--- config.mk ---
export PLATFORM = sky130hd
export DESIGN_NAME = action_selector
export DESIGN_NICKNAME = d
export VERILOG_FILES = /design/src/rtl/rl_pkg.sv /design/src/rtl/action_selector_lfsr8.sv /design/src/rtl/action_selector.sv
export SDC_FILE = /design/constraint.sdc
export NUM_CORES = 1
export LEC_CHECK = 0
export ABC_AREA = 1
export BUFFER_PORTS_ARGS = -buffer_cell sky130_fd_sc_hd__buf_2
export CAP_MARGIN = 10
export CORE_MARGIN = 2
export CORE_UTILIZATION = 49
export CTS_CLUSTER_DIAMETER = 100
export CTS_CLUSTER_SIZE = 16
export DETAILED_ROUTE_END_ITERATION = 12
export PLACE_DENSITY = 0.81
export SYNTH_ARGS = -nofsm -noshare
export SYNTH_HDL_FRONTEND = slang
export SYNTH_SLANG_ARGS = --single-unit
--- constraint.sdc ---
create_clock -name clk -period 1.9 [get_ports clk]
set_clock_uncertainty 0.05 [all_clocks]
set_input_delay 0.38 -clock clk [delete_from_list [all_inputs] [get_ports clk]]
set_output_delay 0.38 -clock clk [all_outputs]
set_load 0.01 [all_outputs]
--- src/rtl/rl_pkg.sv ---
// Shared types and sizes for the Q-learning datapath blocks.
package rl_pkg;

  localparam int STATE_W = 4;
  localparam int ACT_W   = 2;
  localparam int Q_W     = 16;
  localparam int ADDR_W  = STATE_W + ACT_W;

  typedef logic [STATE_W-1:0]     state_t;
  typedef logic [ACT_W-1:0]       action_t;
  typedef logic signed [Q_W-1:0]  q_t;
  typedef logic [ADDR_W-1:0]      addr_t;

  typedef enum logic [1:0] {
    IDLE   = 2'd0,
    ISSUE  = 2'd1,
    WAIT   = 2'd2,
    DECIDE = 2'd3
  } sel_fsm_t;

endpackage

--- src/rtl/action_selector_lfsr8.sv ---
// 8-bit Galois LFSR, polynomial x^8+x^6+x^5+x^4+1, free running.
module lfsr8 (
  input  logic       clk,
  input  logic       rst_n,
  input  logic [7:0] seed,
  output logic [7:0] out
);

  logic [7:0] seed_eff;

  // An all-zero seed would lock the register, so it is replaced by 1.
  always_comb begin
    seed_eff = (seed == '0) ? 8'h01 : seed;
  end

  // Right-shifting Galois step; taps 8,6,5,4 map to mask bits 7,5,4,3.
  always_ff @(posedge clk or negedge rst_n) begin
    if (!rst_n) begin
      out <= seed_eff;
    end else begin
      out <= {1'b0, out[7:1]} ^ (out[0] ? 8'hB8 : 8'h00);
    end
  end

endmodule

--- src/rtl/action_selector.sv ---
// Epsilon-greedy action selector: reads four Q-values for a state from
// the action RAM, picks the signed argmax, optionally overrides it with
// a pseudo-random action.
module action_selector #(
  parameter int         STATE_W    = rl_pkg::STATE_W,
  parameter int         ACT_W      = rl_pkg::ACT_W,
  parameter int         Q_W        = rl_pkg::Q_W,
  parameter logic [7:0] EPS_THRESH = 8'd0,
  parameter logic [7:0] LFSR_SEED  = 8'hA5
) (
  input  logic                     clk,
  input  logic                     rst_n,
  input  logic                     start,
  input  logic [STATE_W-1:0]       state_in,
  output logic                     busy,
  output logic                     done,
  output logic [ACT_W-1:0]         action_out,
  output logic [Q_W-1:0]           q_out,
  output logic                     explored,
  output logic                     ram_en,
  output logic [STATE_W+ACT_W-1:0] ram_rd_addr,
  input  logic [Q_W-1:0]           ram_data
);

  import rl_pkg::*;

  localparam int unsigned N_ACT = 1 << ACT_W;

  sel_fsm_t                fsm;
  logic [STATE_W-1:0]      st_r;
  logic [ACT_W-1:0]        a;
  logic                    cap_v;
  logic [ACT_W-1:0]        cap_k;
  logic signed [Q_W-1:0]   q_r [N_ACT];
  logic signed [Q_W-1:0]   max_q;
  logic [ACT_W-1:0]        max_a;
  logic signed [Q_W-1:0]   rd_s;
  logic [7:0]              lfsr;
  logic [7:0]              lfsr_snap;

  lfsr8 u_lfsr (
    .clk   (clk),
    .rst_n (rst_n),
    .seed  (LFSR_SEED),
    .out   (lfsr)
  );

  // RAM read port: enabled while addresses are issued and the last read lands.
  always_comb begin
    ram_en      = (fsm == ISSUE) || (fsm == WAIT);
    ram_rd_addr = {st_r, a};
    rd_s        = ram_data;
  end

  // Request sequencing and registered result.
  always_ff @(posedge clk or negedge rst_n) begin
    if (!rst_n) begin
      fsm        <= IDLE;
      st_r       <= '0;
      a          <= '0;
      busy       <= 1'b0;
      done       <= 1'b0;
      action_out <= '0;
      q_out      <= '0;
      explored   <= 1'b0;
      lfsr_snap  <= '0;
    end else begin
      done <= 1'b0;
      case (fsm)
        IDLE: begin
          if (start) begin
            st_r <= state_in;
            a    <= '0;
            busy <= 1'b1;
            fsm  <= ISSUE;
          end
        end
        ISSUE: begin
          if (a == '1) begin
            fsm <= WAIT;
          end else begin
            a <= a + 1'b1;
          end
        end
        WAIT: begin
          lfsr_snap <= lfsr;
          fsm       <= DECIDE;
        end
        DECIDE: begin
          if (lfsr_snap < EPS_THRESH) begin
            action_out <= lfsr_snap[ACT_W-1:0];
            q_out      <= q_r[lfsr_snap[ACT_W-1:0]];
            explored   <= 1'b1;
          end else begin
            action_out <= max_a;
            q_out      <= max_q;
            explored   <= 1'b0;
          end
          done <= 1'b1;
          busy <= 1'b0;
          fsm  <= IDLE;
        end
        default: fsm <= IDLE;
      endcase
    end
  end

  // Read data trails its address by one edge; cap_k tracks which action it
  // belongs to. Strict greater-than keeps the lowest index on ties.
  always_ff @(posedge clk or negedge rst_n) begin
    if (!rst_n) begin
      cap_v <= 1'b0;
      cap_k <= '0;
      max_q <= '0;
      max_a <= '0;
      for (int unsigned i = 0; i < N_ACT; i++) begin
        q_r[i] <= '0;
      end
    end else begin
      cap_v <= (fsm == ISSUE);
      cap_k <= a;
      if (cap_v) begin
        q_r[cap_k] <= rd_s;
        if ((cap_k == '0) || (rd_s > max_q)) begin
          max_q <= rd_s;
          max_a <= cap_k;
        end
      end
    end
  end

endmodule

==> impl_summary.log, run 1 <==
INFO  metric synth.yosys.seq_area_share = 49.7%
INFO  metric worst_path_arrival = 2.28 ns
INFO  metric layout_min_cycle_time = 2.08 ns
INFO  metric start_util = 51.6%
INFO  metric setup_viol = 18
INFO  metric postSynthNetCount = 318
INFO  metric yosys.cell_types.count = 24
INFO  metric route.detailed.drc = 0
INFO  metric cp_data_required_time = 2.10 ns
INFO  metric holdWs = 0.214 ns
INFO  metric detailroute.via_count = 2,072
INFO  metric port_buffers = 49
INFO  metric grt_pass1_wl = 8.72 mm
INFO  metric overflow = 0
INFO  metric met1_length = 2.25 mm
INFO  metric layout_worst_path_cycle_share = 110%
INFO  metric vdd.ir_drop.worst = 0.976 mV
INFO  metric dr.first_iter.drc_count = 70
INFO  metric finalNetCount = 399
INFO  metric drt-total-wl = 5.64 mm
INFO  metric setup_repair_after_global_routing_missed_its_margin = true
INFO  metric synth_async_sr_flop_share = 100%
INFO  metric power_density = 1640 nW/µm²
INFO  metric die-area = 5620 µm²
INFO  metric die_width = 75.0 µm
INFO  metric layout-drive-gt1-share = 41.9%
INFO  metric die_height = 75.0 µm
INFO  metric ys_top_cells_by_count = sky130_fd_sc_hd__nand2_1 (73), sky130_fd_sc_hd__dfrtp_1 (49), sky130_fd_sc_hd__inv_1 (35), sky130_fd_sc_hd__nand3_1 (23), sky130_fd_sc_hd__nand2_2 (22)
INFO  metric route.detailed.vias_per_inst = 4.90
INFO  metric initial_antenna_violation_count = 0
INFO  metric violations = setup timing
INFO  metric synth_top_flop_cell = sky130_fd_sc_hd__dfrtp_1
INFO  metric yosys.area.top_type_share = 49.7%
INFO  metric hold_path.class = in2reg
INFO  metric routed-wl-met2 = 3.09 mm
INFO  metric number_of_storage_elements_in_the_synthesis_netlist = 49
INFO  metric track_usage = 20.5%
INFO  metric leakage = 1.75 nW
INFO  metric post_synth_main_area_contributors = sky130_fd_sc_hd__dfrtp_1 (50%), sky130_fd_sc_hd__nand2_1 (11%), sky130_fd_sc_hd__ha_1 (11%)
INFO  metric cp-end-kind = register
INFO  metric fmaxAchievable = 0.480 GHz
INFO  metric drv_slew = 0
INFO  metric routed_length_on_met3 = 246 µm
INFO  metric slew_at_the_pin_closest_to_its_max_slew_limit = 0.786 ns
INFO  metric grt_pass1_vias = 2,038
INFO  metric relative_slew_slack = 47.6%
INFO  metric synthMostInstantiatedCell = sky130_fd_sc_hd__nand2_1
INFO  metric finalWorstSetupSlack = -0.183 ns
INFO  metric clock_transition_at_the_registers_of_the_reported_paths = 0.10 ns
INFO  metric cts.sinks = 49
INFO  metric cp-start-kind = register
INFO  metric synth_top_area_cell = sky130_fd_sc_hd__dfrtp_1
INFO  metric drt_first_pass_iters = 4
INFO  metric numCtsBuffers = 5
INFO  metric synth_area = 2470 µm²
INFO  metric ioPinCount = 51
INFO  metric place.detailed.hpwl = 3.70 mm
INFO  metric report.final.hold_viol_count = 0
INFO  metric outcome = finished, violations left
INFO  metric reg2reg_setup_slack = -0.18 ns
INFO  metric row_count = 25
INFO  metric setup.worst_path.class = reg2reg
INFO  metric count_of_flip_flops_with_a_built_in_enable_after_synthesis = 0
INFO  metric cts_tree = yes
INFO  metric design.core.area = 4790 µm²
INFO  metric syn_to_final_growth = 35.3%
INFO  metric grt_start_max_net_pins = 50
INFO  metric antenna-diode-count = 0
INFO  metric cap_viol_max_count = 0
INFO  metric clk_root_buffer_cell = sky130_fd_sc_hd__clkbuf_8
INFO  metric top_layer_used = met4
INFO  metric fin_util = 69.8%
INFO  metric routedWlPerCell = 13.3 µm
INFO  metric filler_cell_count = 374
INFO  metric final_antenna_net_count = 0
INFO  metric synth_warnings = 0
INFO  metric synthesized_area_divided_by_synthesized_cell_count = 9.00 µm²
INFO  metric gp_congestion = 0.803
INFO  metric htreeDepth = 2
INFO  metric crit_path_max_fanout = 6
INFO  metric synthCells = 274
INFO  metric worstSkewPairLatency = 0.31 ns
INFO  metric largest_buffer_count_on_any_clock_path = 2
-- power breakdown --
| group | switching (mW) | internal, mW |
|---|---|---|
| Combinational | 1.65 | 1.35 |
| Clock | 0.374 | 0.269 |
| Sequential | 0.329 | 1.50 |
-- final cells by class --
class,instances,area [µm²],area share (%)
Clock buffer,5,68.8,2.06
Clock inverter,3,25.0,0.750
Inverter,35,131,3.94
Multi-Input combinational cell,183,1270,38.0
Sequential cell,49,1230,36.7
Tap cell,67,83.8,2.51
Timing Repair Buffer,81,534,16.0
-- per-stage QoR --
stage                     cell area (µm²)  setup TNS, ns  power, mW  instances  setup WS [ns]
final                                3340          -3.00       5.47        423         -0.183
after global placement               2950          -2.59       4.18        408         -0.150
after global routing                 3340          -5.55       5.97        423         -0.332
after detailed placement             2950          -3.43       4.29        408         -0.202
after floorplan                      2470              0       3.44        274         0.0445
after CTS                            3150          -1.02       5.12        419        -0.0726
-- final timing paths --
check / start / end / depth (start not counted)
max: max_q[11] / max_q[8] / 13
max in group asynchronous: rst_n / max_q[1] / 3
min: state_in[1] / st_r[1] / 3
min reg2reg: a[1] / cap_k[1] / 0
max reg2reg: max_q[11] / max_q[8] / 13
min in group asynchronous: rst_n / q_out[7] / 3
-- routing by layer --
layer,vias up,track usage (%)
met5,-,0
met4,0,5.56
met3,6,5.49
met2,43,37.5
met1,991,23.5
li1,1032,-
-- worst max-delay path: stages (launching register included) --
cell,delay (ns)
sky130_fd_sc_hd__dfrtp_1,0.37
sky130_fd_sc_hd__inv_2,0.06
sky130_fd_sc_hd__ha_4,0.27
sky130_fd_sc_hd__nand4_1,0.15
sky130_fd_sc_hd__nor3_2,0.24
sky130_fd_sc_hd__nand2_1,0.12
sky130_fd_sc_hd__nand2_1,0.10
sky130_fd_sc_hd__nand2_1,0.05
sky130_fd_sc_hd__nand2_1,0.07
sky130_fd_sc_hd__nand2_2,0.08
sky130_fd_sc_hd__nand2_8,0.14
sky130_fd_sc_hd__buf_12,0.13
sky130_fd_sc_hd__nand3_1,0.09
sky130_fd_sc_hd__nand2_2,0.10
-- cell usage in the layout, fill, tap and decap left out, types with 3 or more instances in the layout --
cell type and count:
sky130_fd_sc_hd__dfrtp_1 49, sky130_fd_sc_hd__buf_4 27, sky130_fd_sc_hd__inv_1 30, sky130_fd_sc_hd__a21oi_2 3, sky130_fd_sc_hd__nand2_2 27, sky130_fd_sc_hd__nor2_1 4, sky130_fd_sc_hd__nand2_8 3, sky130_fd_sc_hd__ha_4 9
sky130_fd_sc_hd__clkbuf_8 5, sky130_fd_sc_hd__a21oi_1 5, sky130_fd_sc_hd__buf_2 49, sky130_fd_sc_hd__nand2_1 68, sky130_fd_sc_hd__o21ai_0 18, sky130_fd_sc_hd__nand3_1 13, sky130_fd_sc_hd__inv_2 5, sky130_fd_sc_hd__ha_1 12
sky130_fd_sc_hd__nand3_2 8
-- sequential cells by signal (all words and copies together) (netlist names) --
signal	count
busy	1
action_out	2
q_out	16
cap_v	1
fsm	2
max_a	2
max_q	16
cap_k	2
done	1
a	2
st_r	4
-- what timing repair did --
item,4_1_cts,5_1_grt
hold endpoints to repair,0,15
pin swaps,6,20
gates cloned,1,1
hold buffers,0,1
setup endpoints to repair,18,19
buffers inserted,2,2
resized for setup,14,24
-- logic make-up (layout without fill, tap and decap cells) --
| family | count (synthesis) | after routing | share of synthesized area [%] |
|---|---|---|---|
| AO/OA/AOI/OAI | 29 | 29 | 6.03 |
| adder cells (fa/ha/maj) | 21 | 21 | 10.6 |
| buffers and inverters | 43 | 124 | 8.06 |
| flip-flops | 49 | 49 | 49.7 |
| other | 1 | 1 | 0.152 |
| AND/OR/NAND/NOR | 131 | 132 | 25.4 |
Note: power is estimated with default switching activity, not from simulation.
==> run 2: changes to the inputs <==
- CORE_UTILIZATION: 49 -> 54
- PLACE_DENSITY: 0.81 -> 0.85
- RECOVER_POWER: unset -> 100
- clock period: 1.9 -> 2.3 ns (I/O delays scaled with it)
==> run 2 against run 1 <==
The run now ends clean. Largest power group unchanged. Total power down 28%. Sequential share of layout area up 6.5 points. Non-clock buffer count fell by 28. Final cell count decreased by 10%. Die area down 8.8%. Critical path type unchanged. Combinational power is 41% lower. Critical endpoint is now max_q[14]. Routed wire length decreased by 16%.
==> impl_summary.log, run 2 (synthesized netlist as in run 1, its figures left out) <==
INFO  metric finalNetCount = 370 (was 399)
INFO  metric htreeDepth = 2 (unchanged)
INFO  metric cp-start-kind = register (unchanged)
INFO  metric critPathMaxStageDelay = 0.38 ns (was 0.37 ns)
INFO  metric path_buf_inv = 2 (unchanged)
INFO  metric layout_min_cycle_time = 2.08 ns (about the same)
INFO  metric setup-tns-final = 0 ns (was -3.00 ns)
INFO  metric filler_cell_count = 387 (was 374)
INFO  metric cts_tree = yes (unchanged)
INFO  metric layout_common_cells = sky130_fd_sc_hd__nand2_1 (73), sky130_fd_sc_hd__dfrtp_1 (49), sky130_fd_sc_hd__inv_1 (35), sky130_fd_sc_hd__clkbuf_1 (27), sky130_fd_sc_hd__nand3_1 (23) (was sky130_fd_sc_hd__nand2_1 (68), sky130_fd_sc_hd__dfrtp_1 (49), sky130_fd_sc_hd__buf_2 (49), sky130_fd_sc_hd__inv_1 (30))
INFO  metric ioPinCount = 51 (unchanged)
INFO  metric antenna-diode-count = 0 (unchanged)
INFO  metric gp_congestion = 0.801 (was 0.803)
INFO  metric outcome = completed (was finished, violations left)
INFO  metric report.final.hold_viol_count = 0 (unchanged)
INFO  metric start_util = 56.3% (was 51.6%)
INFO  metric worst_path_arrival = 2.24 ns (was 2.28 ns)
INFO  metric clk_root_buffer_cell = sky130_fd_sc_hd__clkbuf_8 (unchanged)
INFO  metric numCtsBuffers = 5 (unchanged)
INFO  metric layout_worst_path_cycle_share = 90.3% (was 110%)
INFO  metric fin_util = 64.6% (was 69.8%)
INFO  metric place.detailed.hpwl = 3.42 mm (was 3.70 mm)
INFO  metric grt_pass1_vias = 1,874 (was 2,038)
INFO  metric drt-total-wl = 4.72 mm (was 5.64 mm)
INFO  metric slew_at_the_pin_closest_to_its_max_slew_limit = 1.17 ns (was 0.786 ns)
INFO  metric cap_viol_max_count = 0 (unchanged)
INFO  metric setup_repair_after_global_routing_missed_its_margin = false (was true)
INFO  metric cpMaxStageDelayCell = sky130_fd_sc_hd__dfrtp_1 (unchanged)
INFO  metric initial_antenna_violation_count = 0 (unchanged)
INFO  metric relative_slew_slack = 22.2% (was 47.6%)
INFO  metric layout_top_registers = max_q x16, q_out x16, st_r x4 (unchanged)
INFO  metric layout-drive-gt1-share = 18.7% (was 41.9%)
INFO  metric die-area = 5130 µm² (was 5620 µm²)
INFO  metric power_density = 1390 nW/µm² (was 1640 nW/µm²)
INFO  metric min-delay-start = state_in[2] (was state_in[1])
INFO  metric route.detailed.drc = 0 (unchanged)
INFO  metric critical-path-top-cell-by-count = sky130_fd_sc_hd__nand2_1 (unchanged)
INFO  metric worst_path_dominant_cell_family = simple AND/OR/NAND/NOR gates (unchanged)
INFO  metric die_height = 71.6 µm (was 75.0 µm)
INFO  metric setup.worst_path.class = reg2reg (unchanged)
INFO  metric grt_start_max_net_pins = 50 (unchanged)
INFO  metric leakage = 1.50 nW (was 1.75 nW)
INFO  metric overflow = 0 (unchanged)
INFO  metric timing.critical_path.from = max_q[15] (was max_q[11])
INFO  metric row_count = 24 (was 25)
INFO  metric syn_to_final_growth = 14.9% (was 35.3%)
INFO  metric final_antenna_net_count = 0 (unchanged)
INFO  metric cp_data_required_time = 2.46 ns (was 2.10 ns)
INFO  metric port_buffers = 49 (unchanged)
INFO  metric cts.sinks = 49 (unchanged)
INFO  metric routedWlPerCell = 12.4 µm (was 13.3 µm)
INFO  metric dr.first_iter.drc_count = 87 (was 70)
INFO  metric reg2reg_from = max_q[15] (was max_q[11])
INFO  metric fmaxAchievable = 0.481 GHz (was 0.480 GHz)
INFO  metric drt_first_pass_iters = 4 (unchanged)
INFO  metric worstSkewPairLatency = 0.31 ns (about the same)
INFO  metric cp-end-kind = register (unchanged)
INFO  metric design.core.area = 4380 µm² (was 4790 µm²)
INFO  metric route.detailed.vias_per_inst = 5.02 (was 4.90)
INFO  metric drv_slew = 0 (unchanged)
INFO  metric detailroute.via_count = 1,904 (was 2,072)
INFO  metric die_width = 71.6 µm (was 75.0 µm)
INFO  metric largest_buffer_count_on_any_clock_path = 2 (unchanged)
INFO  metric hold_path.class = in2reg (unchanged)
INFO  metric track_usage = 20.3% (was 20.5%)
INFO  metric grt_pass1_wl = 8.18 mm (was 8.72 mm)
INFO  metric vdd.ir_drop.worst = 0.715 mV (was 0.976 mV)
INFO  metric layout_commonest_cell = sky130_fd_sc_hd__nand2_1 (unchanged)
INFO  metric setup_viol = 0 (was 18)
INFO  metric cp_cell_sequence = inv_1 -> ha_1 -> a21oi_1 -> o21ai_0 -> a21oi_1 -> nand2_1 -> nand2_1 -> nand2_1 -> nand2_2 -> nand2_8 -> buf_4 -> nand3_1 -> nand2_2 (was inv_2 -> ha_4 -> nand4_1 -> nor3_2 -> nand2_1 -> nand2_1 -> nand2_1 -> nand2_1 -> nand2_2 -> nand2_8 -> buf_12 -> nand3_1 -> nand2_2)
INFO  metric clock_transition_at_the_registers_of_the_reported_paths = 0.09 ns (was 0.10 ns)
INFO  metric crit_path_max_fanout = 6 (unchanged)
==> run 2: cell types whose count changed in the layout (fill, tap and decap cells not counted), sizes merged <==
cell | before | now
inv | 37 | 35
clkbuf | 6 | 35
buf | 79 | 24
nand2 | 98 | 97
bufinv | 0 | 1
dlygate4sd3 | 1 | 0
==> run 2: worst min-delay path: cells and delay by family <==
family	cells	cell delay, ns
simple gates	2	0.08
buf+inv	1	0.07
==> run 2: worst paths after layout <==
check	end	slack, ns	cells past startpoint
max	max_q[14]	0.22	13
min	st_r[2]	0.28	3
max reg2reg	max_q[14]	0.22	13
min reg2reg	cap_k[1]	0.40	0
max in group asynchronous	fsm[0]	1.09	2
min in group asynchronous	q_out[10]	0.40	2
==> run 2: stage by stage <==
stage / power [mW] / instances / instance area (µm²) / worst slack [ns] / hold slack, ns
after CTS: 3.96 / 377 / 2850 / 0.196 / 0.205
after detailed placement: 3.29 / 369 / 2730 / 0.0550 / 0.396
after global routing: 4.32 / 379 / 2830 / 0.0207 / 0.287
after global placement: 3.20 / 369 / 2730 / 0.100 / 0.367
after floorplan: 2.84 / 274 / 2470 / 0.364 / 0.114
final: 3.93 / 379 / 2830 / 0.222 / 0.283
==> run 2: timing repair <==
item,CTS,global route
setup endpoints to repair,0,4
gates resized for setup,0,1
buffers inserted,0,2
hold buffers,0,0
==> run 2: area by class of cell <==
cell class	instances	area (µm²)	area share (%)
inverter	35	131	4.64
tap	52	65.1	2.30
sequential	49	1230	43.3
clock inverter	2	37.5	1.32
clock buffer	6	82.6	2.91
timing repair buffer	53	249	8.79
multi-input combinational	182	1040	36.8
==> run 2: report_power, final <==
part           internal, mW  leakage, nW  switching, mW
Clock                 0.354       0.0574          0.298
Combinational         0.674        0.825           1.09
Sequential             1.24        0.621          0.271
Total                  2.27         1.50           1.66
==> run 2: layer usage <==
metal	global-route usage, %	routed length, µm	share of wire (%)
met2	35.8	2400	51
met1	24.3	1980	42
met5	0	0	0
met3	5.49	260	5.5
met4	6.08	83	1.8
==> run 3: changes to the inputs <==
- PLACE_DENSITY: 0.85 -> 0.9
==> run 3 against run 2 <==
Clock power is 25% lower. First-iteration DRC count is 1.1% higher. Total power is 4.8% lower. Highest routed layer unchanged. Largest power group unchanged. Critical endpoint is now max_q[4]. Setup slack better by 0.027 ns. Via count is 1.0% lower.
==> impl_summary.log, run 3 (synthesized netlist as in run 1, its figures left out) <==
INFO  metric worst_path_arrival = 2.19 ns (was 2.24 ns)
INFO  metric min_delay_worst_endpoint = st_r[2] (unchanged)
INFO  metric placedCellCount = 369 (unchanged)
INFO  metric ioPinCount = 51 (unchanged)
INFO  metric die_width = 71.6 µm (unchanged)
INFO  metric row_count = 24 (unchanged)
INFO  metric holdWs = 0.309 ns (was 0.283 ns)
INFO  metric layout-drive-gt1-share = 17.1% (was 18.7%)
INFO  metric post_route_insts_no_fill = 379 (unchanged)
INFO  metric fmaxAchievable = 0.488 GHz (was 0.481 GHz)
INFO  metric cpMaxStageDelayCell = sky130_fd_sc_hd__dfrtp_1 (unchanged)
INFO  metric total_switching_power = 1.63 mW (was 1.66 mW)
INFO  metric route.detailed.drc = 0 (unchanged)
INFO  metric postLayoutCellArea = 2790 µm² (was 2830 µm²)
INFO  metric drt-total-wl = 4.56 mm (was 4.72 mm)
INFO  metric cp_data_required_time = 2.44 ns (was 2.46 ns)
INFO  metric clock_power_share = 13.0% (was 16.6%)
INFO  metric reg2reg_from = max_q[15] (unchanged)
INFO  metric vdd.ir_drop.worst = 0.808 mV (was 0.715 mV)
INFO  metric port_buffers = 49 (unchanged)
INFO  metric grt_start_max_net_pins = 50 (unchanged)
INFO  metric grt_pass1_wl = 7.90 mm (was 8.18 mm)
INFO  metric report.final.hold_viol_count = 0 (unchanged)
INFO  metric cp-end-kind = register (unchanged)
INFO  metric slew_at_the_pin_closest_to_its_max_slew_limit = 1.18 ns (was 1.17 ns)
INFO  metric htreeDepth = 2 (unchanged)
INFO  metric syn_to_final_growth = 13.0% (was 14.9%)
INFO  metric power_frac_seq = 40.1% (was 38.4%)
INFO  metric clk_root_buffer_cell = sky130_fd_sc_hd__clkbuf_8 (unchanged)
INFO  metric timing.rr.end = max_q[4] (was max_q[14])
INFO  metric cap_viol_max_count = 0 (unchanged)
INFO  metric drv_slew = 0 (unchanged)
INFO  metric overflow = 0 (unchanged)
INFO  metric crit_path_max_fanout = 6 (unchanged)
INFO  metric gp_congestion = 0.764 (was 0.801)
INFO  metric layout_min_cycle_time = 2.05 ns (was 2.08 ns)
INFO  metric cp_cell_sequence = inv_1 -> ha_1 -> nand2_1 -> o21ai_0 -> a21oi_1 -> nand2_1 -> nand2_1 -> nand2_1 -> nand2_2 -> nand2_8 -> buf_4 -> nand3_1 -> nand2_1 (was inv_1 -> ha_1 -> a21oi_1 -> o21ai_0 -> a21oi_1 -> nand2_1 -> nand2_1 -> nand2_1 -> nand2_2 -> nand2_8 -> buf_4 -> nand3_1 -> nand2_2)
INFO  metric design.core.area = 4380 µm² (unchanged)
INFO  metric leakage = 1.49 nW (was 1.50 nW)
INFO  metric setup-tns-final = 0 ns (unchanged)
INFO  metric finalNetCount = 370 (unchanged)
INFO  metric largest_buffer_count_on_any_clock_path = 2 (unchanged)
INFO  metric grt_pass1_vias = 1,881 (was 1,874)
INFO  metric antenna-diode-count = 0 (unchanged)
INFO  metric reg2reg_setup_slack = 0.25 ns (was 0.22 ns)
INFO  metric cts.hold.buffers_added = 0 (unchanged)
INFO  metric dr.first_iter.drc_count = 88 (was 87)
INFO  metric layout_common_cells = sky130_fd_sc_hd__nand2_1 (77), sky130_fd_sc_hd__dfrtp_1 (49), sky130_fd_sc_hd__inv_1 (35), sky130_fd_sc_hd__clkbuf_1 (28), sky130_fd_sc_hd__nand3_1 (23) (was sky130_fd_sc_hd__nand2_1 (73), sky130_fd_sc_hd__dfrtp_1 (49), sky130_fd_sc_hd__inv_1 (35), sky130_fd_sc_hd__clkbuf_1 (27), sky130_fd_sc_hd__nand3_1 (23))
INFO  metric setup_repair_after_global_routing_missed_its_margin = false (unchanged)
INFO  metric outcome = completed (unchanged)
INFO  metric setup_viol = 0 (unchanged)
INFO  metric worstRegToRegCells = 13 (unchanged)
INFO  metric layout_worst_path_cycle_share = 89.1% (was 90.3%)
INFO  metric dpl-instance-area = 2730 µm² (unchanged)
INFO  metric die-area = 5130 µm² (unchanged)
INFO  metric track_usage = 19.3% (was 20.3%)
INFO  metric cts_tree = yes (unchanged)
INFO  metric relative_slew_slack = 21.6% (was 22.2%)
INFO  metric route.detailed.vias_per_inst = 4.97 (was 5.02)
INFO  metric critical-path-top-cell-by-count = sky130_fd_sc_hd__nand2_1 (unchanged)
INFO  metric layout_commonest_cell = sky130_fd_sc_hd__nand2_1 (unchanged)
INFO  metric p_int = 2.11 mW (was 2.27 mW)
INFO  metric cts_setup_buffers = 0 (unchanged)
INFO  metric hold_path.class = in2reg (unchanged)
INFO  metric cts.sinks = 49 (unchanged)
INFO  metric die_height = 71.6 µm (unchanged)
INFO  metric power.share.combinational = 46.9% (was 45.0%)
INFO  metric critPathMaxStageDelay = 0.37 ns (was 0.38 ns)
INFO  metric min-delay-start = state_in[2] (unchanged)
INFO  metric finalWorstSetupSlack = 0.250 ns (was 0.222 ns)
INFO  metric power.switching_fraction = 43.5% (was 42.3%)
INFO  metric place.detailed.hpwl = 3.38 mm (was 3.42 mm)
INFO  metric place_worst_setup_slack = 0.0540 ns (was 0.0550 ns)
INFO  metric worstSkewPairLatency = 0.30 ns (was 0.31 ns)
INFO  metric post_cts_resize_count = 0 (unchanged)
INFO  metric initial_antenna_violation_count = 0 (unchanged)
INFO  metric detailroute.via_count = 1,885 (was 1,904)
INFO  metric clock_transition_at_the_registers_of_the_reported_paths = 0.09 ns (about the same)
INFO  metric min_path_cells = 3 (unchanged)
INFO  metric setup.worst_path.class = reg2reg (unchanged)
INFO  metric power_density = 1340 nW/µm² (was 1390 nW/µm²)
INFO  metric routedWlPerCell = 12.0 µm (was 12.4 µm)
INFO  metric numCtsBuffers = 5 (unchanged)
INFO  metric drt_first_pass_iters = 4 (unchanged)
INFO  metric cp-start-kind = register (unchanged)
INFO  metric start_util = 56.3% (unchanged)
INFO  metric final_antenna_net_count = 0 (unchanged)
INFO  metric layout_top_registers = max_q x16, q_out x16, st_r x4 (unchanged)
run 3: changes by cell type in the layout (fill, tap and decap cells not counted):
cell and delta:
sky130_fd_sc_hd__nand2_1 +4, sky130_fd_sc_hd__nand2_2 -4, sky130_fd_sc_hd__clkinv_2 +2, sky130_fd_sc_hd__bufinv_16 -1, sky130_fd_sc_hd__clkbuf_1 +1, sky130_fd_sc_hd__clkbuf_2 -1
sky130_fd_sc_hd__clkbuf_8 -1
run 3: final cells by class:
cell class | instances | area, µm²
Fill cell | 374 | 1600
Sequential cell | 49 | 1230
Clock inverter | 3 | 17.5
Tap cell | 52 | 65.1
Multi-Input combinational cell | 182 | 1030
Timing Repair Buffer | 53 | 248
Clock buffer | 5 | 68.8
Inverter | 35 | 131
run 3: how the worst max path moves through the flow:
stage	slack, ns	end	cells past startpoint	startpoint
after floorplan	0.36	max_q[10]	12	ram_data[15]
after global placement	0.11	max_q[4]	12	ram_data[15]
after detailed placement	0.05	max_q[4]	13	ram_data[15]
after CTS	0.19	max_q[8]	13	max_q[15]
after global routing	0.03	max_q[13]	13	max_q[15]
final	0.25	max_q[4]	13	max_q[15]
run 3: critical path: cells and delay by family, from the launching register on:
family,cells,cell delay (ns)
AND/OR/NAND/NOR,8,0.68
flip-flops,1,0.37
adder cells (fa/ha/maj),1,0.32
buffers and inverters,2,0.22
AO/OA/AOI/OAI,2,0.30
run 3: power groups by stage:
stage | sequential, mW | clock, mW | combinational, mW
floorplan | 1.53 | 0 | 1.31
global placement | 1.51 | 0 | 1.69
detailed placement | 1.52 | 0 | 1.77
CTS | 1.51 | 0.503 | 1.78
global route | 1.55 | 0.538 | 2.04
finish | 1.50 | 0.487 | 1.75
run 3: metal layers:
| metal | track usage (%) | up-vias | share of wire, % |
|---|---|---|---|
| met5 | 0 | - | 0 |
| met4 | 5.66 | 0 | 0.88 |
| met3 | 3.80 | 6 | 5.0 |
| met2 | 33.8 | 47 | 51 |
| met1 | 24.4 | 867 | 43 |
| li1 | - | 965 | - |
run 3: stage by stage:
step,utilization (%),power (mW)
floorplan,-,2.84
global placement,62.2,3.19
detailed placement,62.2,3.29
CTS,64.1,3.78
global route,63.6,4.14
finish,63.6,3.74
